<file path="config.mk">
export PLATFORM = sky130hd
export DESIGN_NAME = seq_alu
export DESIGN_NICKNAME = d
export VERILOG_FILES = /design/src/rtl/alu_pkg.sv /design/src/rtl/mul_iter.sv /design/src/rtl/seq_alu.sv
export SDC_FILE = /design/constraint.sdc
export NUM_CORES = 1
export LEC_CHECK = 0
export ABC_AREA = 1
export BUFFER_PORTS_ARGS = -buffer_cell sky130_fd_sc_hd__clkbuf_2
export CORE_MARGIN = 2
export CORE_UTILIZATION = 40
export DETAILED_ROUTE_END_ITERATION = 8
export HOLD_SLACK_MARGIN = 0.05
export PLACE_DENSITY = 0.64
export SLEW_MARGIN = 0
export SYNTH_ARGS = -nofsm -noshare
export SYNTH_HDL_FRONTEND = slang
export SYNTH_SLANG_ARGS = --single-unit
</file>
<file path="constraint.sdc">
create_clock -name clk -period 8.4 [get_ports clk]
set_input_delay 0.42 -clock clk [delete_from_list [all_inputs] [get_ports clk]]
set_output_delay 0.42 -clock clk [all_outputs]
set_load 0.005 [all_outputs]
</file>
<file path="src/rtl/alu_pkg.sv">
// Shared types for the sequential ALU: opcodes, FSM states and flag bit positions.
package alu_pkg;

  typedef enum logic [2:0] {
    OP_ADD = 3'b000,
    OP_SUB = 3'b001,
    OP_AND = 3'b010,
    OP_OR  = 3'b011,
    OP_XOR = 3'b100,
    OP_SLT = 3'b101,
    OP_SHL = 3'b110,
    OP_MUL = 3'b111
  } alu_op_t;

  typedef enum logic [1:0] {
    S_IDLE = 2'd0,
    S_BUSY = 2'd1,
    S_DONE = 2'd2
  } state_t;

  localparam int FLG_ZERO  = 0;
  localparam int FLG_NEG   = 1;
  localparam int FLG_CARRY = 2;
  localparam int FLG_OVF   = 3;
  localparam int FLG_LT    = 4;
  localparam int NFLAGS    = 5;

endpackage

</file>
<file path="src/rtl/mul_iter.sv">
// Iterative shift-add multiplier: one partial product per cycle, WIDTH cycles after start.
module mul_iter #(
  parameter int WIDTH = 16,
  parameter int SHW   = $clog2(WIDTH)
) (
  input  logic               clk,
  input  logic               reset,
  input  logic               start,
  input  logic [WIDTH-1:0]   a,
  input  logic [WIDTH-1:0]   b,
  output logic               busy,
  output logic               done,
  output logic [2*WIDTH-1:0] product
);

  localparam logic [SHW-1:0] LAST = SHW'(WIDTH - 1);

  logic [2*WIDTH-1:0] mcand, prod, prod_nxt;
  logic [WIDTH-1:0]   mplier;
  logic [SHW-1:0]     cnt;

  // product exposes the value after the current step, so the last step's
  // result can be captured on the same edge that retires it
  assign prod_nxt = prod + (mplier[0] ? mcand : '0);
  assign done     = busy && (cnt == LAST);
  assign product  = prod_nxt;

  always_ff @(posedge clk) begin
    if (reset) begin
      mcand  <= '0;
      mplier <= '0;
      prod   <= '0;
      cnt    <= '0;
      busy   <= 1'b0;
    end else if (start) begin
      mcand  <= {{WIDTH{1'b0}}, a};
      mplier <= b;
      prod   <= '0;
      cnt    <= '0;
      busy   <= 1'b1;
    end else if (busy) begin
      prod   <= prod_nxt;
      mcand  <= mcand << 1;
      mplier <= mplier >> 1;
      cnt    <= cnt + 1'b1;
      if (done) busy <= 1'b0;
    end
  end

endmodule

</file>
<file path="src/rtl/seq_alu.sv">
// Sequential ALU with valid/ready handshake; single-cycle ops plus an iterative MUL.
module seq_alu
  import alu_pkg::*;
#(
  parameter int WIDTH = 16,
  parameter int SHW   = $clog2(WIDTH)
) (
  input  logic             clk,
  input  logic             reset,
  input  logic             in_valid,
  output logic             in_ready,
  input  logic [2:0]       ctrl,
  input  logic [WIDTH-1:0] input_a,
  input  logic [WIDTH-1:0] input_b,
  output logic             out_valid,
  input  logic             out_ready,
  output logic [WIDTH-1:0] alu_result,
  output logic [4:0]       flags
);

  state_t state, state_n;
  alu_op_t op;
  logic accept, mul_busy, mul_done;
  logic [2*WIDTH-1:0] mul_prod;

  logic [WIDTH-1:0]   b_eff, res_c, mul_res;
  logic [WIDTH:0]     sum;
  logic [2*WIDTH-1:0] shl_w;
  logic [SHW-1:0]     shamt;
  logic               sub, ovf_s, lt_s, c_c, v_c, l_c;
  logic [NFLAGS-1:0]  flg_c, flg_m;
  logic [WIDTH-1:0]   res_q;
  logic [NFLAGS-1:0]  flg_q;

  assign op        = alu_op_t'(ctrl);
  assign in_ready  = (state == S_IDLE) && !mul_busy && !reset;
  assign accept    = in_valid && in_ready;
  assign out_valid = (state == S_DONE);
  assign alu_result = res_q;
  assign flags      = flg_q;

  mul_iter #(.WIDTH(WIDTH), .SHW(SHW)) u_mul (
    .clk     (clk),
    .reset   (reset),
    .start   (accept && (op == OP_MUL)),
    .a       (input_a),
    .b       (input_b),
    .busy    (mul_busy),
    .done    (mul_done),
    .product (mul_prod)
  );

  // One shared adder: SUB and SLT both evaluate A + ~B + 1
  always_comb begin
    sub   = (op == OP_SUB) || (op == OP_SLT);
    b_eff = sub ? ~input_b : input_b;
    sum   = {1'b0, input_a} + {1'b0, b_eff} + {{WIDTH{1'b0}}, sub};
    ovf_s = (input_a[WIDTH-1] == b_eff[WIDTH-1]) && (sum[WIDTH-1] != input_a[WIDTH-1]);
    lt_s  = sum[WIDTH-1] ^ ovf_s;
    shamt = input_b[SHW-1:0];
    shl_w = {{WIDTH{1'b0}}, input_a} << shamt;

    res_c = '0;
    c_c   = 1'b0;
    v_c   = 1'b0;
    l_c   = 1'b0;
    case (op)
      OP_ADD: begin res_c = sum[WIDTH-1:0]; c_c = sum[WIDTH]; v_c = ovf_s; end
      OP_SUB: begin res_c = sum[WIDTH-1:0]; c_c = sum[WIDTH]; v_c = ovf_s; l_c = lt_s; end
      OP_AND: res_c = input_a & input_b;
      OP_OR:  res_c = input_a | input_b;
      OP_XOR: res_c = input_a ^ input_b;
      OP_SLT: begin res_c = {{(WIDTH-1){1'b0}}, lt_s}; c_c = sum[WIDTH]; v_c = ovf_s; l_c = lt_s; end
      // bit WIDTH of the widened shift is the last bit pushed out of the top
      OP_SHL: begin res_c = shl_w[WIDTH-1:0]; c_c = (shamt != '0) && shl_w[WIDTH]; end
      default: ;
    endcase

    flg_c = '0;
    flg_c[FLG_ZERO]  = (res_c == '0);
    flg_c[FLG_NEG]   = res_c[WIDTH-1];
    flg_c[FLG_CARRY] = c_c;
    flg_c[FLG_OVF]   = v_c;
    flg_c[FLG_LT]    = l_c;

    mul_res = mul_prod[WIDTH-1:0];
    flg_m = '0;
    flg_m[FLG_ZERO]  = (mul_res == '0);
    flg_m[FLG_NEG]   = mul_res[WIDTH-1];
    flg_m[FLG_CARRY] = |mul_prod[2*WIDTH-1:WIDTH];
  end

  always_ff @(posedge clk) begin
    if (reset) state <= S_IDLE;
    else       state <= state_n;
  end

  always_comb begin
    state_n = state;
    case (state)
      S_IDLE: if (accept) state_n = (op == OP_MUL) ? S_BUSY : S_DONE;
      S_BUSY: if (mul_done) state_n = S_DONE;
      S_DONE: if (out_ready) state_n = S_IDLE;
      default: state_n = S_IDLE;
    endcase
  end

  always_ff @(posedge clk) begin
    if (reset) begin
      res_q <= '0;
      flg_q <= '0;
    end else if (accept && (op != OP_MUL)) begin
      res_q <= res_c;
      flg_q <= flg_c;
    end else if ((state == S_BUSY) && mul_done) begin
      res_q <= mul_res;
      flg_q <= flg_m;
    end
  end

endmodule
</file>
==> qor.csv <==
metric;value;unit
status;finished clean;
finalSetupViolCount;0;
grt_max_degree;56;
ys_seq_area_share;22.09;%
synth_top_cell_by_area;nand2_1;
startpoint_type;register;
cts_setup_buffers;0;
port_buffers;61;
r2r_start;u_mul.mplier[0];
fin_tns_setup;0;ps
criticalPathCategory;reg -> reg;
ys_ff_latch;107;
relSlewSlack;26.99;%
synth-edff-count;0;
antenna_found_initial;0;
post-synth-top-count-cell;nand2_1;
synth_area_leaders;nand2_1 (22%), dfxtp_1 (22%), ha_1 (10%);
clk_latency;360;ps
gp_congestion;0.9325;
cts.sinks;107;
grt_pass1_wl;50090;um
fin_area;10530;um2
cts_tree;yes;
tightest_slew;1087;ps
hpwl;25390;um
fp.dieH;159.7;um
die_w;159.7;um
post_cts_resized;0;
io_pins;62;
h-tree-depth;3;
slowest_delay;1040;ps
path_buf_inv;3;
track_usage;24.59;%
worstSetupPathDepth;19;
core_region_area;23610;um2
hold_violations;0;
post-route-min-period;3855;ps
drc;0;
hold_path_class;in -> reg;
ys_warn_count;0;
synth_top_area_share;22.49;%
fill_cells;2616;
post_drt_wl_per_cell;15.64;um
synth_ff_type;dfxtp_1;
crit_arrival;4110;ps
area_growth;8.608;%
drt-total-wl;31590;um
path_delay_family;simple AND/OR/NAND/NOR gates;
cap_violations;0;
ctsHoldBuffers;0;
synth_fp_nets;1795;
first_pass_iters;5;
r2r_end;flags[2];
syn_area;9696;um2
setup.worst_path.end;flags[2];
cts_buffers;9;
vias_per_cell;5.155;
crit_start;u_mul.mplier[0];
rsz0062_at_grt;false;
post-route-util;44.60;%
crit_fanout;33;
nets;1816;
ir_drop;0.00008255;V
root_buffer;clkbuf_16;
synth_common_cells;nand2_1 (581), inv_1 (263), nor2_1 (178);
postSynthCellCount;1674;
clockBufferDepth;2;
power.leakage;5.611;nW
grt_pass1_vias;9318;
worst-r2r-cell-count;19;
yosysUniqueCellTypes;41;
path_clk_slew;80;ps
cpMaxStageDelayCell;dfxtp_1;
crit_chain;nand2_1 > inv_1 > ha_1 > inv_1 > fa_1 > inv_1 > nand3_1 > nand3_1 > nand2_1 > nand3_1 > nand2_1 > nand3_1 > nand2_1 > nor2_1 > nand2_1 > nor2_1 > nand3_1 > nand2_1 > a21oi_1;
drt_iter0_drc;901;
clock.fmax;0.2594;GHz
dieArea;25500;um2
vias;10410;
fin_crit_sh;45.89;%
avgSynthCellArea;5.792;um2
path_common_cell;nand2_1;
slew_violations;0;
diodes;0;
start_util;41.06;%
synth-async-reset-ratio;0;%
powerDensity;121.1;nW/um2
required;8650;ps
grt.overflow.total;0;
worst_setup_path_end_kind;register;
dpl_cell_area;10220;um2
ant_nets;0;
fin_skew;15.98;ps
fp-row-count;56;
layout-drive-gt1-share;5.765;%
rrSetupSlack;4550;ps
## area by class of cell
cell class	instances	area, um2	share of cell area [%]
inverter	265	994.7	9.446
clock inverter	6	85.08	0.8080
clock buffer	10	229.0	2.174
multi-input combinational	1241	6296	59.79
timing repair buffer	71	380.4	3.612
tap	319	399.1	3.790
sequential	107	2146	20.38
## report_power, final
part | switching (W) | total, W | internal [W]
combinational | 0.000198 | 0.000290 | 0.0000924
clock | 0.000218 | 0.000457 | 0.000239
sequential | 0.00000998 | 0.000528 | 0.000518
## per-layer routing
layer / share of wire, % / up-vias / track usage [%]
met2: 41 / 330 / 36.25
met3: 6.8 / 36 / 3.195
met4: 1.7 / 0 / 5.744
li1: - / 5324 / -
met5: 0 / - / 0
met1: 50 / 4718 / 37.58
## logic make-up after synthesis
family	Yosys count	share of synthesized area [%]
mux	1	0.1032
buf+inv	326	13.00
flops	107	22.09
xor+xnor	32	2.891
fa+ha+maj	82	10.74
compound gates	241	14.35
simple gates	885	36.83
## state kept, by name, summed over array words and instances (netlist names)
name	count
u_mul.mcand	32
u_mul.prod	32
u_mul.mplier	16
alu_result	15
flags	5
u_mul.cnt	4
state	2
u_mul.busy	1
## worst min-delay path, stage by stage
cell and delay (ps):
clkbuf_2 110, nand2_1 60, a31oi_1 70
## cell usage in the layout (no fill, tap or decap), drive strengths merged, types with 7 or more instances in the layout
master	netlist	final
a31oi	24	24
nand2	581	581
o21ai	70	70
o211ai	16	16
nand3	77	77
dfxtp	107	107
a21oi	93	93
clkbuf	37	71
nor3	10	10
xor2	23	23
a221oi	9	9
xnor2	9	9
and2	7	7
ha	80	80
nand4	19	19
inv	265	267
nor2	178	178
buf	24	10
a22oi	15	15
## per-stage QoR
stage               hold WS [ps]  cells  setup WS, ps  total power [W]
finish                     350.3   2019          4545         0.001275
global route               351.6   2019          4164         0.001341
CTS                        336.9   2019          4590         0.001281
detailed placement         458.8   2003          4607        0.0008227
global placement           453.6   2003          4707        0.0008218
floorplan                  441.0   1674          5564        0.0007286
## how the worst min path moves through the flow
| stage | to | startpoint | cells past startpoint | slack [ps] |
|---|---|---|---|---|
| after CTS | state[1] | out_ready | 4 | 340 |
| after detailed placement | u_mul.mplier[15] | u_mul.mplier[15] | 2 | 460 |
| final | u_mul.mplier[10] | input_b[10] | 3 | 350 |
| after global placement | u_mul.mplier[15] | u_mul.mplier[15] | 2 | 450 |
| after floorplan | u_mul.mplier[15] | u_mul.mplier[15] | 2 | 440 |
| after global routing | state[1] | out_ready | 4 | 350 |
No activity file was read; power rests on OpenSTA's default activity.
